===== src/rtl/mux_nx1_rr.sv =====
// mux_nx1_rr: N-channel valid/ready multiplexer with a single registered output
// stage. Channels are picked either by a fixed select or by round-robin
// arbitration, and one word per cycle can flow while the consumer is ready.
//
// Ports:
//   clk, rst_n : clock (rising edge) and asynchronous active-low reset
//   in_data    : flat input bus, channel i at [i*WIDTH +: WIDTH]
//   in_vld     : per-channel valid
//   in_rdy     : per-channel ready (combinational, at most one bit high)
//   s          : fixed channel select, used when mode = 0
//   mode       : 0 = fixed select, 1 = round-robin
//   y          : registered output data
//   y_vld      : output valid
//   y_rdy      : consumer ready
//   y_ch       : channel index that produced the current y
module mux_nx1_rr #(
    parameter  int unsigned WIDTH = 8,
    parameter  int unsigned N     = 4,
    localparam int unsigned SELW  = $clog2(N)
) (
    input  logic                 clk,
    input  logic                 rst_n,
    input  logic [N*WIDTH-1:0]   in_data,
    input  logic [N-1:0]         in_vld,
    output logic [N-1:0]         in_rdy,
    input  logic [SELW-1:0]      s,
    input  logic                 mode,
    output logic [WIDTH-1:0]     y,
    output logic                 y_vld,
    input  logic                 y_rdy,
    output logic [SELW-1:0]      y_ch
);

    logic [WIDTH-1:0] y_q,     y_d;
    logic             y_vld_q, y_vld_d;
    logic [SELW-1:0]  y_ch_q,  y_ch_d;
    logic [SELW-1:0]  ptr_q,   ptr_d;

    logic [WIDTH-1:0] ch_data [N];
    logic             s_in_range;
    logic             fx_found;
    logic             rr_found;
    logic [SELW-1:0]  rr_g;
    int unsigned      rr_idx;
    logic             grant_vld;
    logic [SELW-1:0]  grant;
    logic             out_free;
    logic             accept;
    logic [N-1:0]     in_rdy_c;

    // Unpack the flat input bus into per-channel words.
    for (genvar i = 0; i < N; i++) begin : g_unpack
        assign ch_data[i] = in_data[i*WIDTH +: WIDTH];
    end

    // A select value >= N can only exist when N is not a power of two.
    if ((1 << SELW) == N) begin : g_sel_full
        assign s_in_range = 1'b1;
    end else begin : g_sel_partial
        assign s_in_range = (s < SELW'(N));
    end

    assign fx_found = s_in_range & in_vld[s];

    // Round-robin scan starting at ptr, wrapping through N-1 back to ptr-1.
    always_comb begin
        rr_found = 1'b0;
        rr_g     = '0;
        rr_idx   = 0;
        for (int unsigned k = 0; k < N; k++) begin
            rr_idx = (32'(ptr_q) + k) % N;
            if (!rr_found && in_vld[SELW'(rr_idx)]) begin
                rr_found = 1'b1;
                rr_g     = SELW'(rr_idx);
            end
        end
    end

    assign grant_vld = mode ? rr_found : fx_found;
    assign grant     = mode ? rr_g     : s;
    assign out_free  = ~y_vld_q | y_rdy;
    assign accept    = grant_vld & out_free;

    // Ready goes only to the granted channel, and never while in reset.
    always_comb begin
        in_rdy_c = '0;
        if (rst_n && accept) begin
            in_rdy_c[grant] = 1'b1;
        end
    end

    assign in_rdy = in_rdy_c;

    // Next-state for the output register and the round-robin pointer.
    always_comb begin
        y_d     = y_q;
        y_vld_d = y_vld_q;
        y_ch_d  = y_ch_q;
        ptr_d   = ptr_q;
        if (accept) begin
            y_d     = ch_data[grant];
            y_ch_d  = grant;
            y_vld_d = 1'b1;
            if (mode) begin
                ptr_d = (grant == SELW'(N - 1)) ? '0 : grant + SELW'(1);
            end
        end else if (y_rdy) begin
            y_vld_d = 1'b0;
        end
    end

    // State register.
    always_ff @(posedge clk or negedge rst_n) begin
        if (!rst_n) begin
            y_q     <= '0;
            y_vld_q <= 1'b0;
            y_ch_q  <= '0;
            ptr_q   <= '0;
        end else begin
            y_q     <= y_d;
            y_vld_q <= y_vld_d;
            y_ch_q  <= y_ch_d;
            ptr_q   <= ptr_d;
        end
    end

    assign y     = y_q;
    assign y_vld = y_vld_q;
    assign y_ch  = y_ch_q;

endmodule


===== config.mk =====
export PLATFORM = sky130hd
export DESIGN_NAME = mux_nx1_rr
export DESIGN_NICKNAME = d
export VERILOG_FILES = /design/src/rtl/mux_nx1_rr.sv
export SDC_FILE = /design/constraint.sdc
export NUM_CORES = 1
export LEC_CHECK = 0
export CORE_MARGIN = 8
export CORE_UTILIZATION = 25
export DETAILED_ROUTE_END_ITERATION = 16
export PLACE_DENSITY = 0.58
export SLEW_MARGIN = 20
export SYNTH_ARGS = -nofsm -noshare
export SYNTH_HDL_FRONTEND = slang
export SYNTH_SLANG_ARGS = --single-unit

===== constraint.sdc =====
create_clock -name clk -period 2.2 [get_ports clk]
set_clock_uncertainty 0.05 [all_clocks]
set_input_delay 0.44 -clock clk [delete_from_list [all_inputs] [get_ports clk]]
set_output_delay 0.44 -clock clk [all_outputs]
set_load 0.02 [all_outputs]

Yosys cells after proc, flatten, opt, wreduce, memory -nomap -nowiden
Index checks and enable logic that the tools add are counted.
- register bits: 13
- $add $sub $neg: 4
- $lt $le $gt $ge: 8
- equality and inequality tests: 1
- multiplexer cells: 29
- bitwise logic cells: 4
- reduce and logical (&&, ||, !) cells: 10
- operators with widths (operator ; number):
    less-than comparator 2 x 3 -> 1 bit, second input constant ; 6
    binary-select mux 8 bit (select 2 bit) ; 1
    two-way mux 8 bit ; 2
    two-way mux 1 bit ; 13
    two-way mux 2 bit ; 6
    binary-select mux 1 bit (select 2 bit) ; 5
    logical AND 1 bit ; 5
    adder 2 x 1 -> 2 bit, second input constant ; 2
    adder 2 bit, second input constant ; 2
    two-way mux 4 bit ; 1
    greater-or-equal comparator 3 bit, second input constant ; 1
    logical NOT 1 bit ; 3
    NOT 2 -> 3 bit ; 1
    demux 1 bit (select 2 bit) ; 1
    equality test 2 bit, second input constant ; 1
    greater-or-equal comparator 2 x 1 -> 1 bit, second input constant ; 1
    AND reduction 2 bit ; 1
    nonzero test 2 bit ; 1
    AND 1 bit ; 1
    NOT 1 bit ; 1
    OR 1 bit ; 1

Depth between registers and ports, before layout
Gate-level depths: netlist of run 1.
- word-level depth: 18
- depth in mapped cells: 8

Least setup slack after synthesis of run 1
Ideal clock, no wire load.
- path kind: register to output
- start: register ptr_q[1]
- end: output port in_rdy[0]
- data arrival time: 1.841 ns
- setup slack: -0.131 ns
- stages on the path, launching flop included: 9
- buffers on the path: 2
- cells stage by stage: dfrtp_1 -> nand2b_1 -> and3_1 -> o32ai_1 -> buf_4 -> buf_6 -> inv_1 -> ha_1 -> and3_1
- longest elaborated chain between the ends: 18
- ends and longest elaborated chain (element ; RTL line ; text):
    start, declared ; 37 ; logic [SELW-1:0] ptr_q, ptr_d;
    start signal, assigned ; 123 ; ptr_q <= ptr_d;
    branches (longest 11 deep; another with adder 2 x 1 -> 2 bit) ; -- ;
    two-way mux 2 bit * ; 72 ; if (!rr_found && in_vld[SELW'(rr_idx)]) begin
    two-way mux 2 bit * ; 80 ; assign grant = mode ? rr_g : s;
    net grant[0] ; 46 ; logic [SELW-1:0] grant;
    less-than comparator 2 x 3 -> 1 bit (not written as such) or greater-or-equal comparator 2 x 1 -> 1 bit (tied branches) ; 88 ; in_rdy_c[grant] = 1'b1;
    logical AND 1 bit (not written as such) ; 88 ;
    two-way mux 1 bit (not written as such) ; 88 ;
    demux 1 bit (select 2 bit) * ; 88 ;
    two-way mux 4 bit * ; 87 ; if (rst_n && accept) begin
    end, declared ; 25 ; output logic [N-1:0] in_rdy,
Mark *: on every way through the listed nets, which the timed path passes. The select of a mux whose other input is x is not followed.

Final worst setup path of run 1
- start: register ptr_q[0]
- end: output port in_rdy[0]
Same word-level chain as after synthesis.

==> flow_metrics.py, run 1 <==
metrics = {
    "synthesis": {
        "synth_fp_nets": 146,
        "avgSynthCellArea_sq_um": 9.77,
        "yosysWarningCount": 0,
        "netlist_area_sq_um": 977,
        "synthCells": 100,
        "synth_seq_cells": 13,
        "synth.distinct_cells": 31,
        "ys_seq_area_share_pct": 33.3,
    },
    "route": {
        "viasPerCell": 4.72,
        "post_drt_wl_per_cell_um": 15.1,
        "drt_wl_total_um": 3400,
        "drc": 0,
        "vias": 1066,
        "first_pass_iters": 3,
        "first_iter_violations": 23,
        "ant_nets": 0,
    },
    "sta": {
        "fmax_ghz": 0.412,
        "max_slew_margin_pct": 78.8,
        "hold_viol": 0,
        "rsz0062_at_grt": "true",
        "fin_ws_ns": -0.229,
        "post-route-min-period_ns": 2.43,
        "drv_slew": 0,
        "setup_violations": 4,
        "period_share_pct": 110,
        "worstMarginPinSlew_ns": 0.317,
    },
    "run": {
        "max_cap_violations": 0,
    },
    "final_layout": {
        "nNetsFinal": 225,
        "fillers": 338,
        "postLayoutCoreUtil_pct": 52.9,
        "n_antenna_cell": 0,
        "drive_above_1_share_pct": 36.5,
        "layout_common_cells": "46 x clkdlybuf4s50_1, 18 x buf_4, 14 x nand2_1, 14 x mux2i_1, 11 x dfrtp_1",
        "area_growth_pct": 101,
        "stdcell_area_sq_um": 1960,
        "final_common_cell": "clkdlybuf4s50_1",
    },
    "cts": {
        "clk_transition_reported_paths_ns": 0.06,
        "numCtsBuffers": 3,
        "holdBufCountCts": 0,
        "htreeDepth": 1,
        "clockRootBuffer": "clkbuf_8",
        "clock_path_buffers": 2,
        "insertion_delay_ns": 0.24,
        "cts_tree": "built",
        "cts_sinks": 13,
    },
    "grt": {
        "antenna_found_initial": 0,
        "overflow": 0,
        "grt_max_degree": 17,
        "gr-usage-all-layers_pct": 11.2,
        "grt_pass1_wl_um": 5640,
        "grt_pass1_vias": 1199,
    },
    "power": {
        "p_per_area_nw_per_um2": 688,
        "finalPower_uw": 1350,
        "ir_worst_vdd_mv": 0.289,
        "p_leak_uw": 0.000827,
    },
    "setup_path": {
        "crit_type": "reg -> out",
        "path_delay_family": "simple AND/OR/NAND/NOR gates",
        "path_depth": 8,
        "worstPathCellList": "and4bb_2 -> o21ai_2 -> o211a_1 -> or2_4 -> inv_4 -> ha_4 -> and3_4 -> buf_6",
        "reg2reg_depth": 8,
        "startpoint_type": "flip-flop",
        "end_kind": "output pin",
        "cpPeakStageDelay_ns": 0.44,
        "crit_buf_inv": 2,
        "worstPathArrival_ns": 1.94,
        "slowest_stage": "dfrtp_2",
        "worstPathRequired_ns": 1.71,
        "cp_max_fo": 5,
    },
    "placement": {
        "io_buffers": 56,
        "dp_hpwl_um": 2720,
        "place_area_sq_um": 1750,
        "gp_congestion": 0.781,
    },
    "floorplan": {
        "io_pins": 57,
        "initial_core_util_pct": 26.3,
        "rows": 22,
        "die_x_um": 78.5,
        "coreArea_sq_um": 3720,
        "dieArea_sq_um": 6170,
        "die_h_um": 78.5,
    },
    "outcome": {
        "status": "finished, violations left",
        "violations": "negative setup slack",
    },
    "hold_path": {
        "hp-class": "reg -> reg",
        "min_path_cells": 2,
    },
}
==> final timing paths <==
check,slack (ns),endpoint,start
max,-0.23,in_rdy[0],ptr_q[0]
min,0.43,y_ch[1],y_ch[1]
max reg2reg,0.08,y[3],ptr_q[0]
min reg2reg,0.43,y_ch[1],y_ch[1]
max in group asynchronous,1.32,y[1],rst_n
min in group asynchronous,0.59,ptr_q[1],rst_n
==> synth_stat cells (all sizes together) <==
library cell / count / area (sq um)
or2: 2 / 12.5
nand2: 14 / 52.6
nor4b: 1 / 8.76
nand3b: 1 / 7.51
a21oi: 2 / 10.0
nor3: 1 / 5.00
and4bb: 2 / 25.0
a211oi: 1 / 7.51
ha: 4 / 50.1
o211a: 1 / 10.0
nor2b: 2 / 12.5
nand3: 1 / 5.00
o21ai: 3 / 18.8
buf: 4 / 31.3
mux2: 1 / 11.3
or4: 1 / 7.51
dfrtp: 13 / 325
a221oi: 1 / 8.76
and3: 5 / 31.3
o32ai: 1 / 8.76
o221ai: 8 / 70.1
or3: 1 / 6.26
mux4: 1 / 26.3
nor2: 2 / 7.51
inv: 6 / 22.5
nand2b: 4 / 25.0
mux2i: 17 / 170
==> layout make-up <==
cell class	instances	area [sq um]	share of cell area, %
clock buffers	4	45.0	2.29
inverters	6	25.0	1.27
multi-input cells	77	771	39.2
flip-flops and latches	13	328	16.7
well taps	48	60.1	3.06
repair buffers	78	736	37.5
==> kinds of logic (layout without fill, tap and decap cells) <==
family	after synthesis	count (layout)	share of synthesized area (%)
AOI/OAI and AO/OA	17	17	13.7
adders and majority gates	4	4	5.12
and+or+nand+nor	37	37	21.1
DFF	13	13	33.3
muxes	19	19	21.3
buffers and inverters	10	88	5.50
==> worst min-delay path: cells and delay by family (launching register included) <==
family | cells | cell delay, ns
DFF | 1 | 0.34
and+or+nand+nor | 2 | 0.11
==> flip-flops by register name, indices dropped and copies added (netlist names) <==
name	flops
ptr_q	2
y	8
y_ch	2
y_vld	1
==> repair_timing <==
action                                 4_1_cts  5_1_grt
gates resized for setup                     65       10
setup endpoints to repair                   14       12
endpoints found under the hold margin        0        0
buffers inserted                             5        1
cloned                                       0        0
pin swaps                                   10        3
==> routing by layer <==
layer	share of wire, %	global-route usage, %
met5	0	0
met4	0.76	3.89
met3	8.2	4.56
met2	48	19.7
met1	43	11.8
==> power breakdown <==
group | internal [uW] | switching [uW]
clock | 128 | 83.9
sequential | 315 | 59.1
combinational | 424 | 341
==> metrics by stage <==
stage               setup TNS, ns  worst slack (ns)  instances  hold WS [ns]
CTS                        -0.868            -0.219        227         0.438
floorplan                       0            0.0109        100        0.0944
global placement            -7.97             -1.04        218         0.415
finish                     -0.871            -0.229        226         0.429
global route                -1.18            -0.296        226         0.470
detailed placement          -8.68             -1.12        218         0.424
No activity file was read; power rests on OpenSTA's default activity.
==> inputs of run 2 (changes only) <==
- CORE_MARGIN: 8 -> 10
- HOLD_SLACK_MARGIN: default -> 0.1
- RECOVER_POWER: default -> 100
==> run 2 against run 1 <==
Net effect: the run still ends with negative setup slack left; design area rose by 4.3%; total power is 6.3% higher; final cell count increased by 4.0%; non-clock buffer count increased by 9; count of clock-buffer cells in the layout unchanged; worst hold slack worse by 0.0011 ns; sequential power is 3% lower; first-iteration DRC count rose by 43%; largest power group unchanged.
==> flow_metrics.py, run 2 (synthesized netlist as in run 1, its figures left out) <==
metrics = {
    "sta": {
        "post-route-min-period_ns": 2.45,
        "worstMarginPinSlew_ns": 0.373,
        "fmax_ghz": 0.408,
        "drv_slew": 0,
        "hold_viol": 0,
        "setup_violations": 4,
        "fin_ws_ns": -0.254,
        "max_slew_margin_pct": 75.0,
        "period_share_pct": 112,
        "rsz0062_at_grt": "true",
    },
    "setup_path": {
        "reg2reg_from": "ptr_q[1]",
        "slowest_stage": "dfrtp_2",
        "end_kind": "output pin",
        "worstPathArrival_ns": 1.96,
        "path_delay_family": "simple AND/OR/NAND/NOR gates",
        "cpPeakStageDelay_ns": 0.45,
        "worstPathRequired_ns": 1.71,
        "timing.rr.end": "y[7]",
        "startpoint_type": "flip-flop",
        "worstPathCellList": "and4bb_2 -> o21ai_2 -> o211a_1 -> or2_4 -> inv_4 -> ha_4 -> and3_4 -> buf_6",
        "crit_buf_inv": 2,
        "cp_max_fo": 5,
        "crit_type": "reg -> out",
        "r2r_setup_slack_ns": 0.08,
        "reg2reg_depth": 7,
    },
    "route": {
        "vias": 1105,
        "viasPerCell": 4.70,
        "first_pass_iters": 4,
        "ant_nets": 0,
        "drc": 0,
        "drt_wl_total_um": 3810,
        "post_drt_wl_per_cell_um": 16.2,
        "first_iter_violations": 33,
    },
    "floorplan": {
        "dieArea_sq_um": 6810,
        "rows": 22,
        "coreArea_sq_um": 3720,
        "die_h_um": 82.5,
        "initial_core_util_pct": 26.3,
        "io_pins": 57,
        "die_x_um": 82.5,
    },
    "power": {
        "p_leak_uw": 0.000899,
        "p_per_area_nw_per_um2": 701,
        "ir_worst_vdd_mv": 0.399,
    },
    "grt": {
        "grt_max_degree": 17,
        "overflow": 0,
        "gr-usage-all-layers_pct": 10.7,
        "grt_pass1_vias": 1162,
        "grt_pass1_wl_um": 5780,
        "antenna_found_initial": 0,
    },
    "final_layout": {
        "instances_no_fill": 235,
        "n_antenna_cell": 0,
        "nNetsFinal": 234,
        "drive_above_1_share_pct": 44.9,
        "stdcell_area_sq_um": 2050,
        "largest_register_ffs": 8,
        "layout_common_cells": "34 x clkdlybuf4s50_1, 22 x buf_4, 14 x mux2i_1",
        "final_common_cell": "clkdlybuf4s50_1",
        "area_growth_pct": 110,
        "postLayoutCoreUtil_pct": 55.1,
    },
    "cts": {
        "cts_sinks": 13,
        "clockRootBuffer": "clkbuf_8",
        "clock_path_buffers": 2,
        "insertion_delay_ns": 0.24,
        "numCtsBuffers": 3,
        "cts_tree": "built",
        "holdBufCountCts": 0,
        "htreeDepth": 1,
        "clk_transition_reported_paths_ns": 0.06,
    },
    "run": {
        "max_cap_violations": 0,
    },
    "placement": {
        "place_area_sq_um": 1760,
        "pre_cts_slack_ns": -1.14,
        "dp_hpwl_um": 2890,
        "io_buffers": 56,
        "dpl.cell_count": 219,
        "gp_congestion": 0.866,
    },
    "hold_path": {
        "hp-class": "reg -> reg",
        "hold_path_end": "y[1]",
        "min_from": "y[1]",
        "min_path_cells": 2,
    },
    "outcome": {
        "status": "finished, violations left",
        "violations": "negative setup slack",
    },
}
-- run 2: timing repair --
item	4_1_cts	5_1_grt
setup buffers	15	4
cloned	0	0
resized for setup	77	17
endpoints found under the hold margin	0	0
pin swaps	7	7
endpoints found under the setup margin	15	13
-- run 2: layer usage --
metal	vias to the layer above	share of wire, %	global-route usage [%]
met2	41	48	18.0
li1	546	-	-
met4	0	0.45	2.51
met5	-	0	0
met1	516	42	12.7
met3	2	9.7	3.78
-- run 2: stage by stage --
stage | setup TNS, ns | hold slack (ns) | total power, uW
3_3_place_gp | -8.65 | 0.415 | 1040
6_report | -0.953 | 0.428 | 1440
2_1_floorplan | 0 | 0.0944 | 711
3_5_place_dp | -9.19 | 0.425 | 1060
4_1_cts | -0.871 | 0.437 | 1430
5_1_grt | -1.15 | 0.459 | 1520
-- run 2: worst max-delay path by stage --
stage          startpoint         to  slack (ns)  cells past startpoint
6_report         ptr_q[0]  in_rdy[1]       -0.25                      8
5_1_grt          ptr_q[0]  in_rdy[1]       -0.30                      8
4_1_cts          ptr_q[1]  in_rdy[1]       -0.22                      7
3_5_place_dp    in_vld[0]  in_rdy[0]       -1.14                      9
3_3_place_gp    in_vld[0]  in_rdy[0]       -1.04                      9
2_1_floorplan    ptr_q[1]  in_rdy[3]        0.01                      7
-- run 2: worst register-to-register path, delay by kind of cell (launching register included) --
family	cells	cell delay, ns
compound gates	2	0.45
flops	1	0.43
simple gates	2	0.36
mux	1	0.29
buf+inv	2	0.42
-- run 2: final cells by class --
type                    instances  area, sq um
clock buffers                   4         45.0
fillers                       338         1670
inverters                       6         25.0
multi-input cells              77          788
flip-flops and latches         13          327
well taps                      48         60.1
repair buffers                 87          803
-- run 2: power by group --
| group | total [uW] | internal [uW] | switching [uW] |
|---|---|---|---|
| sequential | 365 | 313 | 52.0 |
| clock | 211 | 128 | 83.3 |
| combinational | 859 | 477 | 382 |
| total | 1440 | 918 | 518 |
==> inputs of run 3 (changes only) <==
- PLACE_DENSITY: 0.58 -> 0.56
- clock period: 2.2 -> 2.5 ns (I/O delays scaled with it)
==> run 3 against run 2 <==
Net effect: the run now ends clean; sequential cell count did not move; critical path depth fell by 1; register-to-register slack improved by 0.07 ns; sequential share of layout area rose by 0.22 points; die area did not move; non-clock buffer count rose by 9; sequential power fell by 12%; combinational power fell by 14%; clock power fell by 13%; critical path type unchanged; largest cell class unchanged; largest power group unchanged.
==> flow_metrics.py, run 3 (synthesized netlist as in run 1, its figures left out) <==
metrics = {
    "setup_path": {
        "critical_path.endpoint": "in_rdy[3]",
        "startpoint_type": "flip-flop",
        "crit_start": "ptr_q[1]",
        "timing.rr.end": "ptr_q[0]",
        "reg2reg_from": "ptr_q[0]",
        "r2r_setup_slack_ns": 0.15,
        "reg2reg_depth": 14,
        "worstPathRequired_ns": 1.95,
        "cp_max_fo": 6,
        "worstPathArrival_ns": 1.94,
        "crit_type": "reg -> out",
        "end_kind": "output pin",
    },
    "sta": {
        "drv_slew": 0,
        "hold_viol": 0,
        "worstMarginPinSlew_ns": 0.472,
        "hold_slack_ns": 0.421,
        "period_share_pct": 99.7,
        "max_slew_margin_pct": 68.5,
        "rsz0062_at_grt": "true",
        "setup_tns_ns": 0,
        "post-route-min-period_ns": 2.49,
        "fmax_ghz": 0.401,
        "setup_violations": 0,
    },
    "power": {
        "power_frac_seq_pct": 25.9,
        "p_per_area_nw_per_um2": 616,
        "finalPower_uw": 1250,
        "pwr-share-comb_pct": 59.4,
        "p_sw_uw": 434,
        "ir_worst_vdd_mv": 0.295,
        "switching_share_pct": 34.7,
        "clock_power_share_pct": 14.7,
        "intPower_uw": 816,
        "p_leak_uw": 0.000930,
    },
    "cts": {
        "insertion_delay_ns": 0.24,
        "cts_sinks": 13,
        "cts_tree": "built",
        "clockRootBuffer": "clkbuf_8",
        "htreeDepth": 1,
        "numCtsBuffers": 3,
        "clock_path_buffers": 2,
        "clk_transition_reported_paths_ns": 0.05,
    },
    "floorplan": {
        "coreArea_sq_um": 3720,
        "rows": 22,
        "initial_core_util_pct": 26.3,
        "io_pins": 57,
        "dieArea_sq_um": 6810,
        "die_x_um": 82.5,
        "die_h_um": 82.5,
    },
    "final_layout": {
        "fillers": 351,
        "layout_common_cells": "37 x buf_4, 35 x clkdlybuf4s50_1, 16 x mux2i_1",
        "postLayoutCoreUtil_pct": 54.6,
        "drive_above_1_share_pct": 39.3,
        "area_growth_pct": 108,
        "nNetsFinal": 243,
        "final_common_cell": "buf_4",
        "largest_register_ffs": 8,
        "n_antenna_cell": 0,
        "instances_no_fill": 244,
    },
    "outcome": {
        "status": "complete, no violations",
    },
    "hold_path": {
        "hp-class": "reg -> reg",
    },
    "route": {
        "ant_nets": 0,
        "viasPerCell": 4.53,
        "first_iter_violations": 32,
        "post_drt_wl_per_cell_um": 15.2,
        "first_pass_iters": 5,
        "drc": 0,
        "drt_wl_total_um": 3720,
        "vias": 1106,
    },
    "placement": {
        "dp_hpwl_um": 2920,
        "dpl.cell_count": 218,
        "io_buffers": 56,
        "gp_congestion": 0.855,
    },
    "grt": {
        "grt_pass1_vias": 1150,
        "overflow": 0,
        "grt_max_degree": 15,
        "antenna_found_initial": 0,
        "grt_pass1_wl_um": 5460,
        "gr-usage-all-layers_pct": 10.1,
    },
    "run": {
        "max_cap_violations": 0,
    },
}
run 3: cell count changes in the layout (fill, tap and decap cells not counted), moves of 3 or more:
cell | previous run | this run
buf_4 | 22 | 37
o221ai_1 | 0 | 8
o221ai_2 | 8 | 0
buf_6 | 12 | 5
ha_1 | 0 | 3
mux2i_2 | 3 | 0
run 3: worst min-delay path by stage:
| stage | from | end | slack, ns | depth (start not counted) |
|---|---|---|---|---|
| 5_1_grt | y_ch[1] | y_ch[1] | 0.45 | 2 |
| 3_3_place_gp | y_ch[1] | y_ch[1] | 0.41 | 2 |
| 4_1_cts | y_ch[1] | y_ch[1] | 0.43 | 2 |
| 2_1_floorplan | rst_n | ptr_q[0] | 0.15 | 0 |
| 6_report | y_ch[1] | y_ch[1] | 0.42 | 2 |
| 3_5_place_dp | y_ch[1] | y_ch[1] | 0.41 | 2 |
run 3: layout make-up:
cell class	instances	area, sq um	area share [%]
well taps	48	60.1	2.96
inverters	6	22.5	1.11
clock buffers	4	45.0	2.22
repair buffers	96	856	42.2
multi-input cells	77	717	35.3
flip-flops and latches	13	328	16.2
run 3: metrics by stage:
stage / worst slack [ns] / area (sq um)
after floorplan: 0.109 / 977
after global placement: -0.850 / 1730
after detailed placement: -0.962 / 1730
after CTS: -0.00570 / 1960
after global routing: -0.0636 / 2030
final: 0.00810 / 2030
run 3: repair_timing:
action | in CTS | in global routing
hold buffers | 0 | 0
buffers inserted | 18 | 5
setup endpoints to repair | 4 | 5
pin swaps | 8 | 4
gates resized for setup | 61 | 8
run 3: per-layer routing:
| layer | routed length, um | track usage (%) | vias to the layer above |
|---|---|---|---|
| met1 | 1410 | 11.8 | 516 |
| met2 | 2090 | 18.4 | 24 |
| li1 | - | - | 564 |
| met5 | 0 | 0 | - |
| met3 | 178 | 1.73 | 2 |
| met4 | 40 | 3.01 | 0 |
run 3: critical path, cell delays in order, from the launching register on:
cell	delay [ns]
dfrtp_2	0.44
nand2b_4	0.16
and3_4	0.18
o32ai_4	0.34
buf_4	0.18
ha_4	0.12
and3_4	0.17
buf_6	0.11
run 3: power by group through the flow:
stage	logic, uW	clock network (uW)	registers, uW
final	742	184	323
after global routing	802	204	333
after CTS	713	194	324
after detailed placement	597	0	321
after global placement	588	0	319
after floorplan	225	0	382
